==> src/rtl/regs_wb_queue.sv <==
// regs_wb_queue: in-order writeback buffer in front of the 32x32 register file, with two-port forwarding.
//   in_valid/in_ready/in_addr/in_data : writeback request handshake (r0 requests are accepted and dropped)
//   rf_gnt/rf_we/rf_waddr/rf_wdata    : register file write port, one retirement per granted cycle
//   fwd_addr_*/fwd_hit_*/fwd_data_*   : combinational lookup of the newest pending write per read port
//   count                             : number of pending entries
module regs_wb_queue #(
  parameter int DEPTH = 4,
  parameter int DW    = 32,
  parameter int AW    = 5
) (
  input  logic                     clk,
  input  logic                     rst,
  input  logic                     in_valid,
  output logic                     in_ready,
  input  logic [AW-1:0]            in_addr,
  input  logic [DW-1:0]            in_data,
  input  logic                     rf_gnt,
  output logic                     rf_we,
  output logic [AW-1:0]            rf_waddr,
  output logic [DW-1:0]            rf_wdata,
  input  logic [AW-1:0]            fwd_addr_a,
  input  logic [AW-1:0]            fwd_addr_b,
  output logic                     fwd_hit_a,
  output logic [DW-1:0]            fwd_data_a,
  output logic                     fwd_hit_b,
  output logic [DW-1:0]            fwd_data_b,
  output logic [$clog2(DEPTH):0]   count
);
  localparam int PW = $clog2(DEPTH);
  logic [AW-1:0]    r_addr [DEPTH];
  logic [DW-1:0]    r_data [DEPTH];
  logic [DEPTH-1:0] r_vld;
  logic [PW-1:0]    r_head, r_tail;
  logic [PW:0]      r_count;
  logic             w_push, w_pop;
  logic [AW-1:0]    w_fa [2];
  logic [1:0]       w_hit;
  logic [DW-1:0]    w_fd [2];
  // count never exceeds DEPTH (a power of two), so its MSB alone flags full
  assign in_ready = !r_count[PW];
  assign w_push   = in_valid && in_ready && (in_addr != '0);
  assign w_pop    = (r_count != '0) && rf_gnt;
  assign rf_we    = w_pop;
  assign rf_waddr = (r_count != '0) ? r_addr[r_head] : '0;
  assign rf_wdata = (r_count != '0) ? r_data[r_head] : '0;
  assign count    = r_count;
  always_ff @(posedge clk or posedge rst) begin
    if (rst) begin
      r_head  <= '0;
      r_tail  <= '0;
      r_count <= '0;
      r_vld   <= '0;
    end else begin
      if (w_push) r_tail <= r_tail + 1'b1;
      if (w_pop) r_head <= r_head + 1'b1;
      r_count <= r_count + (PW+1)'(w_push) - (PW+1)'(w_pop);
      // push and pop never target the same slot: that needs head==tail, i.e. empty or full
      r_vld   <= (r_vld & ~(DEPTH'(w_pop) << r_head)) | (DEPTH'(w_push) << r_tail);
    end
  end
  // payload needs no reset: it is only observed through valid bits or a nonzero count
  always_ff @(posedge clk) begin
    if (w_push) begin
      r_addr[r_tail] <= in_addr;
      r_data[r_tail] <= in_data;
    end
  end
  assign w_fa[0] = fwd_addr_a;
  assign w_fa[1] = fwd_addr_b;
  // scan oldest to newest from head so the last match (newest entry) wins
  always_comb begin
    w_hit   = '0;
    w_fd[0] = '0;
    w_fd[1] = '0;
    for (int p = 0; p < 2; p++) begin
      for (int i = 0; i < DEPTH; i++) begin
        if (r_vld[r_head + PW'(i)] && (r_addr[r_head + PW'(i)] == w_fa[p]) && (w_fa[p] != '0)) begin
          w_hit[p] = 1'b1;
          w_fd[p]  = r_data[r_head + PW'(i)];
        end
      end
    end
  end
  assign fwd_hit_a  = w_hit[0];
  assign fwd_data_a = w_fd[0];
  assign fwd_hit_b  = w_hit[1];
  assign fwd_data_b = w_fd[1];
endmodule

==> config.mk <==
export PLATFORM = sky130hd
export DESIGN_NAME = regs_wb_queue
export DESIGN_NICKNAME = d
export VERILOG_FILES = /design/src/rtl/regs_wb_queue.sv
export SDC_FILE = /design/constraint.sdc
export NUM_CORES = 1
export LEC_CHECK = 0
export ABC_AREA = 1
export ABC_CLOCK_PERIOD_IN_PS = 6900
export CORE_ASPECT_RATIO = 1.25
export CORE_MARGIN = 3
export CORE_UTILIZATION = 50
export CTS_CLUSTER_DIAMETER = 120
export DETAILED_ROUTE_END_ITERATION = 10
export HOLD_SLACK_MARGIN = 0.02
export PLACE_DENSITY_LB_ADDON = 0.12
export SYNTH_ARGS = -nofsm -noshare
export SYNTH_HDL_FRONTEND = slang
export SYNTH_SLANG_ARGS = --single-unit
==> constraint.sdc <==
create_clock -name clk -period 6.9 [get_ports clk]
set_input_delay 1.035 -clock clk [delete_from_list [all_inputs] [get_ports clk]]
set_output_delay 1.035 -clock clk [all_outputs]
set_load 0.01 [all_outputs]
---- After elaboration in Yosys (flattened, before gate mapping) ----
Memories as Yosys holds them, arrays and structs flattened.
Index checks and enable logic that the tools add are counted.
cells by class
  add/sub/neg operators ................... 6
  multiply operators ...................... 0
  divide/modulo/power cells ............... 0
  magnitude comparators ................... 4
  equal/unequal tests ..................... 8
  shift operators ......................... 2
  multiplexer cells ....................... 28
  bitwise gates (word level) .............. 3
  reductions and logical operators ........ 24
operators by type and width
  kind                                                                  count
  32-bit two-way mux                                                    9
  5-bit == test                                                         8
  1-bit logical AND                                                     19
  5-bit nonzero test                                                    3
  1-bit two-way mux                                                     14
  2-bit by 3-bit < comparator with 1-bit output, second input constant  4
  1-bit binary-select mux with 2-bit select                             4
  1-bit by 2-bit << shifter with 4-bit output                           2
  5-bit two-way mux                                                     1
  2-bit by 1-bit adder with 2-bit output, second input constant         2
  2-bit adder, second input constant                                    2
  4-bit AND                                                             1
  4-bit NOT                                                             1
  4-bit bitwise OR                                                      1
  3-bit by 1-bit adder with 3-bit output                                1
  3-bit nonzero test                                                    1
  3-bit by 1-bit subtractor with 3-bit output                           1
  1-bit zero test                                                       1
word-level totals
  register bits ........................... 11
  latch bits .............................. 0
  bits in writable memories ............... 148
  memory bits (read-only) ................. 0
  output and inout port bits .............. 108
  word-level logic and storage cells ...... 81
  memories ................................ 2
memory list
  name    depth  bits a word  read ports  clocked after memory_dff  wr ports  RTL line  text
  r_data  4      32           4           0                         1         31        logic [DW-1:0] r_data [DEPTH];
  r_addr  4      5            4           0                         1         30        logic [AW-1:0] r_addr [DEPTH];

---- Logic depth before layout (Yosys ltp) ----
  depth after elaboration ................. 8
  depth in mapped cells ................... 18
  depth with buffers taken out ............ 14

---- Worst setup path before layout ----
No wires, ideal clock.
  kind .................................... input port to output port
  start point ............................. in fwd_addr_b[2]
  end point ............................... out fwd_data_b[29]
  data arrival time ....................... 2.333 ns
  data required time ...................... 5.865 ns
  slack ................................... 3.532 ns
  stages .................................. 14
  buffers on the path ..................... 2
  cell sequence ........................... clkbuf_1 -> inv_1 -> nand3_1 -> nor2_1 -> nor2_1 -> o21ai_1 -> nor2_1 -> nand3_2 -> inv_2 -> buf_2 -> nor2_1 -> nand2_1 -> nand2_1 -> nand2_1
between the ends
  word-level cells in the longest chain between the ends .. 7
  elaborated cells between the ends (all ways) .. 17
RTL lines
  item                             RTL line  text
  from (decl)                      22        input logic [AW-1:0] fwd_addr_b,
  5-bit == test                    77        if (r_vld[r_head + PW'(i)] && (r_addr[r_head + PW'(i)] == w_fa[p]) && (w_fa[p] != '0)) begin
  1-bit logical AND (2 in a row)   77
  32-bit two-way mux (3 in a row)  77
  32-bit two-way mux (*)           77
  to (decl)                        26        output logic [DW-1:0] fwd_data_b,
Every way passes the cells marked *; elsewhere a longest branch is shown, timed or not.

---- Worst setup path after layout ----
  start point ............................. reg r_head[1]
  end point ............................... out fwd_data_a[0]
between the ends
  word-level cells in the longest chain between the ends .. 8
  elaborated cells between the ends (all ways) .. 29
RTL lines
  item                                                                  RTL line  text
  from (decl)                                                           33        logic [PW-1:0] r_head, r_tail;
  from (signal assigned)                                                55        if (w_pop) r_head <= r_head + 1'b1;
  2-bit by 1-bit adder with 2-bit output, or another cell as far along  77, 79
  memory read 4 x 5 bit, or another cell as far along                   -
  5-bit == test, or another cell as far along                           77
  1-bit logical AND                                                     77
  1-bit logical AND or 32-bit two-way mux (tied branches)               77
  32-bit two-way mux (2 in a row)                                       77
  32-bit two-way mux (*)                                                77
  to (decl)                                                             24        output logic [DW-1:0] fwd_data_a,
Every way passes the cells marked *; elsewhere a longest branch is shown, timed or not. The select of a mux whose other input is x is not followed.

==> qor.yml <==
clock_tree_from_tritoncts: "built"
synth_compound_area_frac: 0.0671
fin_hold_ws_ns: 0.535
slew_headroom: 0.353
maximum_number_of_pins_on_one_net_before_global_route_repair: 85
antenna_found_initial: 0
gp_congestion: 0.915
initial_utilization: 0.511
maxClockFrequency_mhz: 162
syn_nets: 1851
cap_violations: 0
routed-via-count: 11800
cts_setup_buffers: 0
synth.lib_cells_used.distinct: 33
syn-instance-count: 1793
dominant_combinational_cell_family_by_area_after_synthesis: "simple AND/OR/NAND/NOR gates"
cts_hold_buf: 0
setup.worst_path.end: "fwd_data_a[0]"
cp_slowest_stage_delay_ns: 0.73
die_height_um: 183
postLayoutCoreUtil: 0.597
numCtsBuffers: 17
reg2reg_setup_slack_ns: 4.15
worstSetupStartpointType: "flip-flop"
worstMarginPinSlew_ns: 0.970
timing.final.crit_share: 0.896
pre_cts_ws_ns: 1.24
netlist_area_um2: 12600
antennaDiodeCount: 0
cp.required_ns: 5.86
synth.ff_latch_count: 159
hold_path_class: "flip-flop to flip-flop"
placement_rows: 64
first_global_vias: 11200
congestion_overflow_gr: 0
timing.critical_path.slowest_stage_cell: "nand3_2"
detailedRoute.firstPassIterationCount: 6
worst_slack_ns: 0.720
worstPathMaxFanout: 79
setup-tns-final_ns: 0
finish.net_count: 1937
timing.critical_path.mode_cell: "nand2_1"
critical_path.startpoint: "r_head[1]$_DFFE_PP0N_"
reg2reg_from: "count[2]$_DFF_PP0_"
dr.first_iter.drc_count: 909
place_area_um2: 14100
path_cells: "inv_2, nand2_1, nand2_4, nand2_1, nand3_1, nand2_1, nor2_4, buf_4, nand3_2, nor2_1, nor2_1, nand2_1, nand2_1, nand2_1, clkdlybuf4s50_1"
crit_type: "flip-flop to output port"
fp.dieArea_um2: 27100
synth_xor_xnor_area_share: 0.00627
drc: 0
report.final.slew_viol_count: 0
clockRootBuffer: "clkbuf_16"
synth_adder_area_share: 0.00757
clockBufferDepth: 2
timing.final.crit_period_ns: 6.18
clock_sink_count: 159
wire_length_of_the_first_global_routing_pass_um: 57700
synth_warnings: 0
dp.final_hpwl_um: 24100
layout-drive-gt1-share: 0.0402
cts_resized: 0
vdd_ir_drop_max_mv: 0.278
globalRouteTotalUtil: 0.267
terminus_of_the_critical_flop_to_flop_path: "count[2]$_DFF_PP0_"
number_of_placed_i_o_pins: 159
drt-vias-per-instance: 5.31
ys_seq_area_frac: 0.375
avgRoutedWirePerCell_um: 16.3
number_of_cells_traversed_by_the_worst_register_to_register_path: 9
simple_gate_portion_of_the_synthesized_area: 0.344
rsz0062_at_grt: "false"
clock_insertion_delay_worst_skew_ns: 0.43
finalInstanceArea_um2: 14700
worstSetupEndpointType: "output port"
die_w_um: 148
post_synth_mux_area_share: 0.101
timing.clock.skew_ns: 0.0103
core_region_area_um2: 24600
number_of_i_o_port_buffers: 158
clkTransAtPathRegs_ns: 0.06
htree_num_levels: 4
leakage_nw: 6.80
drtAntennaViolNets: 0
hold_violations: 0
syn_to_final_growth_pct: 16.8
syn_avg_cell_area_um2: 7.01
run_status: "finished clean"
crit_arrival_ns: 5.14
wl_um: 36200
pwr_density_cell_nw_per_um2: 442
setup_viol: 0
power by group:
part	internal [mW]	switching, mW	total, mW
Combinational	1.58	2.61	4.19
Clock	0.544	0.385	0.929
Sequential	1.22	0.153	1.37
Total	3.35	3.15	6.50
cell usage in the layout, fill, tap and decap left out, types with 2 or more instances in the layout:
master           instances
o22ai_1                  2
nor2_4                   9
edfxtp_1               148
clkbuf_16               17
mux2i_1                127
clkbuf_1                 2
nor2_1                 336
dfrtp_4                  2
inv_1                  138
clkinv_4                 2
nand3_2                  6
nand2_1                609
dfrtp_1                  9
inv_2                    2
clkinvlp_4               3
xor2_1                   8
o21ai_0                105
a21oi_1                  2
nand2_2                  3
or2_1                    2
o21ai_1                 14
clkdlybuf4s50_1        158
clkbuf_8                 5
ha_1                     6
buf_4                   19
nor3_1                   2
nand3b_1                 2
o21a_1                  28
nand3_1                 86
clkinv_2                 2
nand4_1                 29
cell usage after synthesis:
library cell,number,share of area
a21oi_1,2,0.00080
a31oi_1,1,0.00050
buf_1,6,0.0018
buf_2,43,0.017
buf_4,25,0.015
buf_6,19,0.017
clkbuf_1,18,0.0054
dfrtp_1,11,0.022
edfxtp_1,148,0.35
fa_1,1,0.0016
ha_1,6,0.0060
inv_1,138,0.041
inv_2,2,0.00060
inv_4,1,0.00050
mux2i_1,127,0.10
nand2_1,609,0.18
nand2_2,3,0.0015
nand2_4,1,0.00090
nand3_1,88,0.035
nand3_2,4,0.0032
nand3b_1,2,0.0012
nand4_1,29,0.014
nor2_1,342,0.10
nor2_2,3,0.0015
nor3_1,3,0.0012
o21a_1,28,0.017
o21ai_0,105,0.042
o21ai_1,14,0.0056
o21ai_2,1,0.00070
o22ai_1,2,0.0010
or2_1,2,0.0010
xnor2_1,1,0.00070
xor2_1,8,0.0056
worst max-delay path, delay by kind of cell, from the launching register on:
kind                   cells  cell delay, ns
and+or+nand+nor           12            2.62
buffers and inverters      3            1.34
DFF                        1            0.68
through the flow:
stage               std cells  power, mW
floorplan                1793       4.21
global placement         2190       5.51
detailed placement       2190       5.56
CTS                      2222       6.50
global route             2222       7.04
finish                   2222       6.50
flip-flops by register name (all words and copies together) (netlist names):
signal,count
r_vld,4
r_data,128
count,3
r_head,2
r_tail,2
r_addr,20
kinds of logic after synthesis:
logic type / count (synthesis)
and+or+nand+nor: 1086
buffers and inverters: 252
DFF: 159
AOI/OAI and AO/OA: 153
muxes: 127
xor gates and xnor gates: 9
adders and majority gates: 7
routing by layer:
layer / part of all wire / track usage
met4: 0.022 / 0.0806
met3: 0.062 / 0.0420
met5: 0 / 0
met2: 0.50 / 0.478
met1: 0.42 / 0.334
worst min-delay path by stage:
| stage | startpoint | to | slack [ns] | cells after the start |
|---|---|---|---|---|
| finish | count[2]$_DFF_PP0_ | count[2]$_DFF_PP0_ | 0.53 | 1 |
| global route | r_vld[1]$_DFF_PP0_ | r_vld[1]$_DFF_PP0_ | 0.57 | 2 |
| CTS | count[2]$_DFF_PP0_ | count[2]$_DFF_PP0_ | 0.54 | 1 |
| detailed placement | r_vld[3]$_DFF_PP0_ | r_vld[3]$_DFF_PP0_ | 0.53 | 2 |
| global placement | r_vld[0]$_DFF_PP0_ | r_vld[0]$_DFF_PP0_ | 0.52 | 2 |
| floorplan | r_vld[1]$_DFF_PP0_ | r_vld[1]$_DFF_PP0_ | 0.49 | 2 |
layout make-up:
cell class,instances,area (um2)
Fill cell,2285,9900
Multi-Input combinational cell,1382,6690
Sequential cell,159,4730
Timing Repair Buffer,178,1740
Inverter,141,532
Clock buffer,24,502
Tap cell,330,413
Clock inverter,8,80.1
(Power assumes the default switching activity.)
